**src/rtl/morse_decoder.sv**
```systemverilog
// Morse key decoder: synchronise and debounce the key, time marks and gaps with
// one duration counter, and decode each symbol into an ASCII character code.
module morse_decoder #(
  parameter  int UNIT_CYC = 5000000,
  parameter  int DEB_CYC  = 500000,
  localparam int CHAR_W   = 8
) (
  input  logic              clk,
  input  logic              rst_n,
  input  logic              key,
  output logic [CHAR_W-1:0] char,
  output logic              char_valid,
  output logic              err,
  output logic              word_end,
  output logic              key_db
);

  localparam logic [CHAR_W-1:0] CHAR_CODE_0 = 8'h30;

  localparam int CNT_W   = $clog2(7 * UNIT_CYC + 1);
  localparam int DEB_W   = $clog2(DEB_CYC + 1);
  localparam logic [CNT_W-1:0] CNT_SAT  = CNT_W'(7 * UNIT_CYC);
  localparam logic [CNT_W-1:0] DOT_LIM  = CNT_W'(2 * UNIT_CYC);
  localparam logic [CNT_W-1:0] WORD_LIM = CNT_W'(5 * UNIT_CYC);
  localparam logic [DEB_W-1:0] DEB_LAST = DEB_W'(DEB_CYC - 1);

  typedef enum logic [1:0] {
    IDLE     = 2'd0,
    MARK     = 2'd1,
    SPACE    = 2'd2,
    WORDWAIT = 2'd3
  } state_t;

  state_t            r_state;
  logic              r_sync1;
  logic              r_sync2;
  logic              r_key_db;
  logic [DEB_W-1:0]  r_deb_cnt;
  logic [CNT_W-1:0]  r_cnt;
  logic [4:0]        r_pat;
  logic [2:0]        r_len;
  logic              r_ovf;
  logic [CHAR_W-1:0] r_char;
  logic              r_char_valid;
  logic              r_err;
  logic              r_word_end;

  logic              w_db_flip;
  logic              w_rise;
  logic              w_fall;
  logic              w_elem;
  logic [CHAR_W:0]   w_dec;

  // Returns {hit, ascii}; unused upper pattern bits are always zero.
  function automatic logic [CHAR_W:0] decode(input logic [2:0] len, input logic [4:0] pat);
    logic [7:0] c;
    c = 8'h00;
    case ({len, pat})
      {3'd1, 5'b00000}: c = "E";
      {3'd1, 5'b00001}: c = "T";
      {3'd2, 5'b00000}: c = "I";
      {3'd2, 5'b00001}: c = "A";
      {3'd2, 5'b00010}: c = "N";
      {3'd2, 5'b00011}: c = "M";
      {3'd3, 5'b00000}: c = "S";
      {3'd3, 5'b00001}: c = "U";
      {3'd3, 5'b00010}: c = "R";
      {3'd3, 5'b00011}: c = "W";
      {3'd3, 5'b00100}: c = "D";
      {3'd3, 5'b00101}: c = "K";
      {3'd3, 5'b00110}: c = "G";
      {3'd3, 5'b00111}: c = "O";
      {3'd4, 5'b00000}: c = "H";
      {3'd4, 5'b00001}: c = "V";
      {3'd4, 5'b00010}: c = "F";
      {3'd4, 5'b00100}: c = "L";
      {3'd4, 5'b00110}: c = "P";
      {3'd4, 5'b00111}: c = "J";
      {3'd4, 5'b01000}: c = "B";
      {3'd4, 5'b01001}: c = "X";
      {3'd4, 5'b01010}: c = "C";
      {3'd4, 5'b01011}: c = "Y";
      {3'd4, 5'b01100}: c = "Z";
      {3'd4, 5'b01101}: c = "Q";
      {3'd5, 5'b00000}: c = "5";
      {3'd5, 5'b00001}: c = "4";
      {3'd5, 5'b00011}: c = "3";
      {3'd5, 5'b00111}: c = "2";
      {3'd5, 5'b01111}: c = "1";
      {3'd5, 5'b10000}: c = "6";
      {3'd5, 5'b11000}: c = "7";
      {3'd5, 5'b11100}: c = "8";
      {3'd5, 5'b11110}: c = "9";
      {3'd5, 5'b11111}: c = "0";
      default:          c = 8'h00;
    endcase
    return {(c != 8'h00), c};
  endfunction

  always_comb begin
    w_db_flip = (r_sync2 != r_key_db) && (r_deb_cnt == DEB_LAST);
    w_rise    = w_db_flip && r_sync2;
    w_fall    = w_db_flip && !r_sync2;
    w_elem    = (r_cnt >= DOT_LIM);
    w_dec     = decode(r_len, r_pat);
  end

  always_ff @(posedge clk or negedge rst_n) begin
    if (!rst_n) begin
      r_state      <= IDLE;
      r_sync1      <= 1'b0;
      r_sync2      <= 1'b0;
      r_key_db     <= 1'b0;
      r_deb_cnt    <= '0;
      r_cnt        <= '0;
      r_pat        <= '0;
      r_len        <= '0;
      r_ovf        <= 1'b0;
      r_char       <= CHAR_CODE_0;
      r_char_valid <= 1'b0;
      r_err        <= 1'b0;
      r_word_end   <= 1'b0;
    end else begin
      r_sync1      <= key;
      r_sync2      <= r_sync1;
      r_char_valid <= 1'b0;
      r_err        <= 1'b0;
      r_word_end   <= 1'b0;

      // The debounce run restarts whenever the synchronised key agrees again.
      if (r_sync2 == r_key_db || w_db_flip) begin
        r_deb_cnt <= '0;
      end else begin
        r_deb_cnt <= r_deb_cnt + 1'b1;
      end
      if (w_db_flip) begin
        r_key_db <= r_sync2;
      end

      if (w_db_flip) begin
        r_cnt <= '0;
      end else if (r_cnt != CNT_SAT) begin
        r_cnt <= r_cnt + 1'b1;
      end

      case (r_state)
        IDLE: begin
          if (w_rise) r_state <= MARK;
        end
        MARK: begin
          if (w_fall) begin
            r_state <= SPACE;
            if (r_len == 3'd5) begin
              r_ovf <= 1'b1;
            end else begin
              r_pat <= {r_pat[3:0], w_elem};
              r_len <= r_len + 3'd1;
            end
          end
        end
        SPACE: begin
          if (w_rise) begin
            r_state <= MARK;
          end else if (r_cnt == DOT_LIM) begin
            if (r_ovf || !w_dec[CHAR_W]) begin
              r_err <= 1'b1;
            end else begin
              r_char       <= w_dec[CHAR_W-1:0];
              r_char_valid <= 1'b1;
            end
            r_pat   <= '0;
            r_len   <= '0;
            r_ovf   <= 1'b0;
            r_state <= WORDWAIT;
          end
        end
        WORDWAIT: begin
          if (w_rise) begin
            r_state <= MARK;
          end else if (r_cnt == WORD_LIM) begin
            r_word_end <= 1'b1;
            r_state    <= IDLE;
          end
        end
        default: r_state <= IDLE;
      endcase
    end
  end

  assign char       = r_char;
  assign char_valid = r_char_valid;
  assign err        = r_err;
  assign word_end   = r_word_end;
  assign key_db     = r_key_db;

endmodule

```
**config.mk**
```make
export PLATFORM = sky130hd
export DESIGN_NAME = morse_decoder
export DESIGN_NICKNAME = d
export VERILOG_FILES = /design/src/rtl/morse_decoder.sv
export SDC_FILE = /design/constraint.sdc
export NUM_CORES = 1
export LEC_CHECK = 0
export ABC_AREA = 1
export BUFFER_PORTS_ARGS = -buffer_cell sky130_fd_sc_hd__buf_4
export CAP_MARGIN = 25
export CORE_MARGIN = 5
export CORE_UTILIZATION = 50
export CTS_CLUSTER_SIZE = 30
export DETAILED_ROUTE_END_ITERATION = 7
export PLACE_DENSITY = 0.66
export SKIP_CTS_REPAIR_TIMING = 1
export SLEW_MARGIN = 20
export SYNTH_ARGS = -nofsm -noshare
export SYNTH_HDL_FRONTEND = slang
export SYNTH_SLANG_ARGS = --single-unit
export TNS_END_PERCENT = 20
```
**constraint.sdc**
```tcl
create_clock -name clk -period 2.4 [get_ports clk]
set_input_delay 0 -clock clk [delete_from_list [all_inputs] [get_ports clk]]
set_output_delay 0 -clock clk [all_outputs]
set_load 0.03 [all_outputs]
```
==> summary.md <==
| Metric | Value |
|---|---|
| Status | `completed` |
| Clock latency on the worst-skew pair | `0.34 ns` |
| Initial antenna violation count | `0` |
| Vias per cell | `5.384` |
| Hold Path Class | `in2async` |
| PortBufs | `13` |
| Layout area overhead | `10.35%` |
| Leak pwr | `2.434 nW` |
| Multi-input gate area | `0.002285 mm²` |
| Iteration-0 DRC Markers | `233` |
| Flops & latches, synth | `69` |
| First-pass GRT wire length | `18320 µm` |
| Final Cycle Share | `85.71%` |
| NumNets Final | `684` |
| Post-synthesis xor/xnor area fraction | `0.9845%` |
| Sequential area share after synthesis | `38.87%` |
| Antenna Nets Post-Route | `0` |
| Setup Total Neg Slack | `0 ns` |
| Slew Limit Fails | `0` |
| Routed wire length | `10360 µm` |
| Initial Utilization | `51.25%` |
| Dpl hpwl | `7833 µm` |
| Synth Cell Area | `0.004448 mm²` |
| Fin crit period | `2.057 ns` |
| CTS Buf Count | `9` |
| F_max | `486.1 MHz` |
| Die ar. | `0.01088 mm²` |
| Largest net degree at the start of global routing | `70` |
| Worst slew margin relative to its limit | `42.54%` |
| Peak VDD IR | `247.4 µV` |
| Antenna cells | `0` |
| Final Hold Fails | `0` |
| Crit path DAT | `2.32 ns` |
| Final Skew | `0.009147 ns` |
| Number of synthesized flops with an enable pin | `0` |
| DRT Pass-1 Iters | `5` |
| Share of cells above drive strength 1 | `9.104%` |
| Vias in the first global route | `3960` |
| Adder-cell share of the synthesized area | `1.406%` |
| CTS H-Tree Depth | `3` |
| Core area | `0.008678 mm²` |
| Clock sink count | `69` |
| Syn_area_per_cell | `6.760 µm²` |
| Post-synth cell types | `40` |
| Compound-Gate Fraction of Synth Area | `10.24%` |
| Largest fanout on the critical path | `9` |
| Clock Tree Root | `clkbuf_8` |
| Crit Path Class | `reg2reg` |
| Synth area leader | `dfrtp_1` |
| Max_cap viols | `0` |
| Nature of the critical path endpoint | `register` |
| Syn Nets | `666` |
| Worst hold slack | `0.3090 ns` |
| CTS tree | `built` |
| Avg WL per Cell | `13.13 µm` |
| Rows | `34` |
| FILL cells | `860` |
| Post-synth top area share | `37.69%` |
| Routability cong. | `0.9680` |
| Final Non-Filler Cells | `789` |
| Register Area | `0.001729 mm²` |
| Die width | `104.3 µm` |
| Total grt overflow | `0` |
| Multiplexer share of the synthesized area | `0%` |
| RSZ-0062 raised after global routing | `false` |
| R2R Path Start | `r_cnt[0]` |
| Largest family of logic cells by synthesized area | `simple AND/OR/NAND/NOR gates` |
| Simple-gate share of the synthesized area | `38.65%` |
| Synth Flop Type | `dfrtp_1` |
| CP Launch Point | `r_cnt[0]` |
| Global Route Usage Sum | `20.07%` |
| Top Ports | `15` |
| CTS Buffer Depth | `2` |
| Worst Tran Pin Value | `0.8620 ns` |
| Cells after Synth | `658` |
| DR DRC count | `0` |
| Share of async-settable or async-resettable flops after synthesis | `100.0%` |
| Setup violations, final | `0` |
| Placed cells | `771` |
| Top post-synthesis cells by area | `dfrtp_1 38%, nand2_1 13%, nor2_1 9.5%` |
| DIE HEIGHT | `104.3 µm` |
| Ys Warns | `0` |
| Worst-path clk slew | `0.07 ns` |
| Vias after detailed routing | `4248` |
| Pwr dens | `495.3 mW/mm²` |
| Type of origin of the critical path | `register` |
| Worst EP required | `2.66 ns` |
## cell usage in the layout, fill, tap and decap left out, drive strengths merged
cell type	instances
xnor2	1
xor2	4
nand3	46
o22ai	5
o21ai	39
nor3b	1
inv	95
buf	16
dlygate4sd3	2
ha	5
and3	2
conb	1
nor3	30
a211oi	1
nand4	15
dfrtp	67
clkbuf	13
clkinv	1
dfstp	2
o211ai	1
bufinv	3
o21a	2
nor4	2
nand3b	1
and2	2
nor2	129
a31oi	2
o41ai	1
a41oi	1
nand2	158
a21oi	33
## worst max-delay path: stages, from the launching register on
cell and delay, ns:
dfrtp_1 0.41, inv_1 0.09, ha_1 0.14, nand2_1 0.05, nor2_1 0.19, nand2_1 0.10
nor2_1 0.15, nand3_1 0.10, nor2_2 0.23, inv_1 0.17, nand2_2 0.19, nand3_1 0.09
o21ai_0 0.08
## layout make-up
class | count | share of cell area, %
inverter | 96 | 7.341
clock buffer | 13 | 3.441
timing repair buffer | 18 | 2.855
multi-input combinational | 482 | 46.55
sequential | 69 | 35.23
tap | 108 | 2.753
clock inverter | 3 | 1.835
## Yosys cell counts, types with 3 or more instances
master	n
nand3_1	44
dfrtp_1	67
o21ai_0	33
nor3_2	3
nor3_1	27
nor2_1	113
nand2_2	3
ha_1	5
nor2_2	9
buf_6	3
inv_2	3
nand4_1	15
o22ai_1	5
o21ai_1	5
nor2_4	7
inv_1	92
nand2_1	154
buf_2	5
xor2_1	4
a21oi_1	33
## flip-flops by register name, summed over array words and instances (netlist names)
register and count:
char 7, char_valid 1, err 1, key_db 1, r_cnt 26, r_deb_cnt 19
r_len 3, r_ovf 1, r_pat 5, r_state 2, r_sync1 1, r_sync2 1
word_end 1
## per-stage QoR
step	cell area, µm²	setup slack [ns]	util [%]	power (mW)
after floorplan	4448	0.7004	-	1.212
after global placement	4629	0.3420	53.34	1.242
after global routing	4908	0.08115	56.56	2.535
after detailed placement	4629	0.3428	53.34	1.243
after CTS	4888	0.3250	56.33	2.458
final	4908	0.3429	56.56	2.431
## where the power goes
group          internal, mW  switching (mW)  leakage (nW)
Combinational        0.0106          0.0373          1.37
Clock                 0.777           0.434         0.130
Sequential             1.17         0.00475         0.935
Total                  1.96           0.476          2.43
## cell families (layout without fill, tap and decap cells)
kind of cell | Yosys count | in the layout
AND/OR/NAND/NOR | 386 | 386
adder cells (fa/ha/maj) | 5 | 5
other | 1 | 1
XOR/XNOR | 5 | 5
AO/OA/AOI/OAI | 85 | 85
buffers and inverters | 107 | 130
flip-flops | 69 | 69
## path summary, 6_finish.rpt
kind	cells past startpoint	slack (ns)	end
worst max-delay path	12	0.34	r_pat[4]
worst max register to register	12	0.34	r_pat[4]
worst min register to register	0	0.35	r_sync2
worst min-delay path	2	0.31	r_cnt[10]
min in group clk	2	0.31	r_sync1
max in group asynchronous	2	1.53	err
## metal layers
layer | GRT usage [%] | wire length, µm | up-vias
li1 | - | - | 2145
met1 | 28.68 | 4949 | 1961
met2 | 30.14 | 4571 | 119
met3 | 4.097 | 646 | 23
met4 | 6.938 | 196 | 0
met5 | 0 | 0 | -
(Power assumes the default switching activity.)
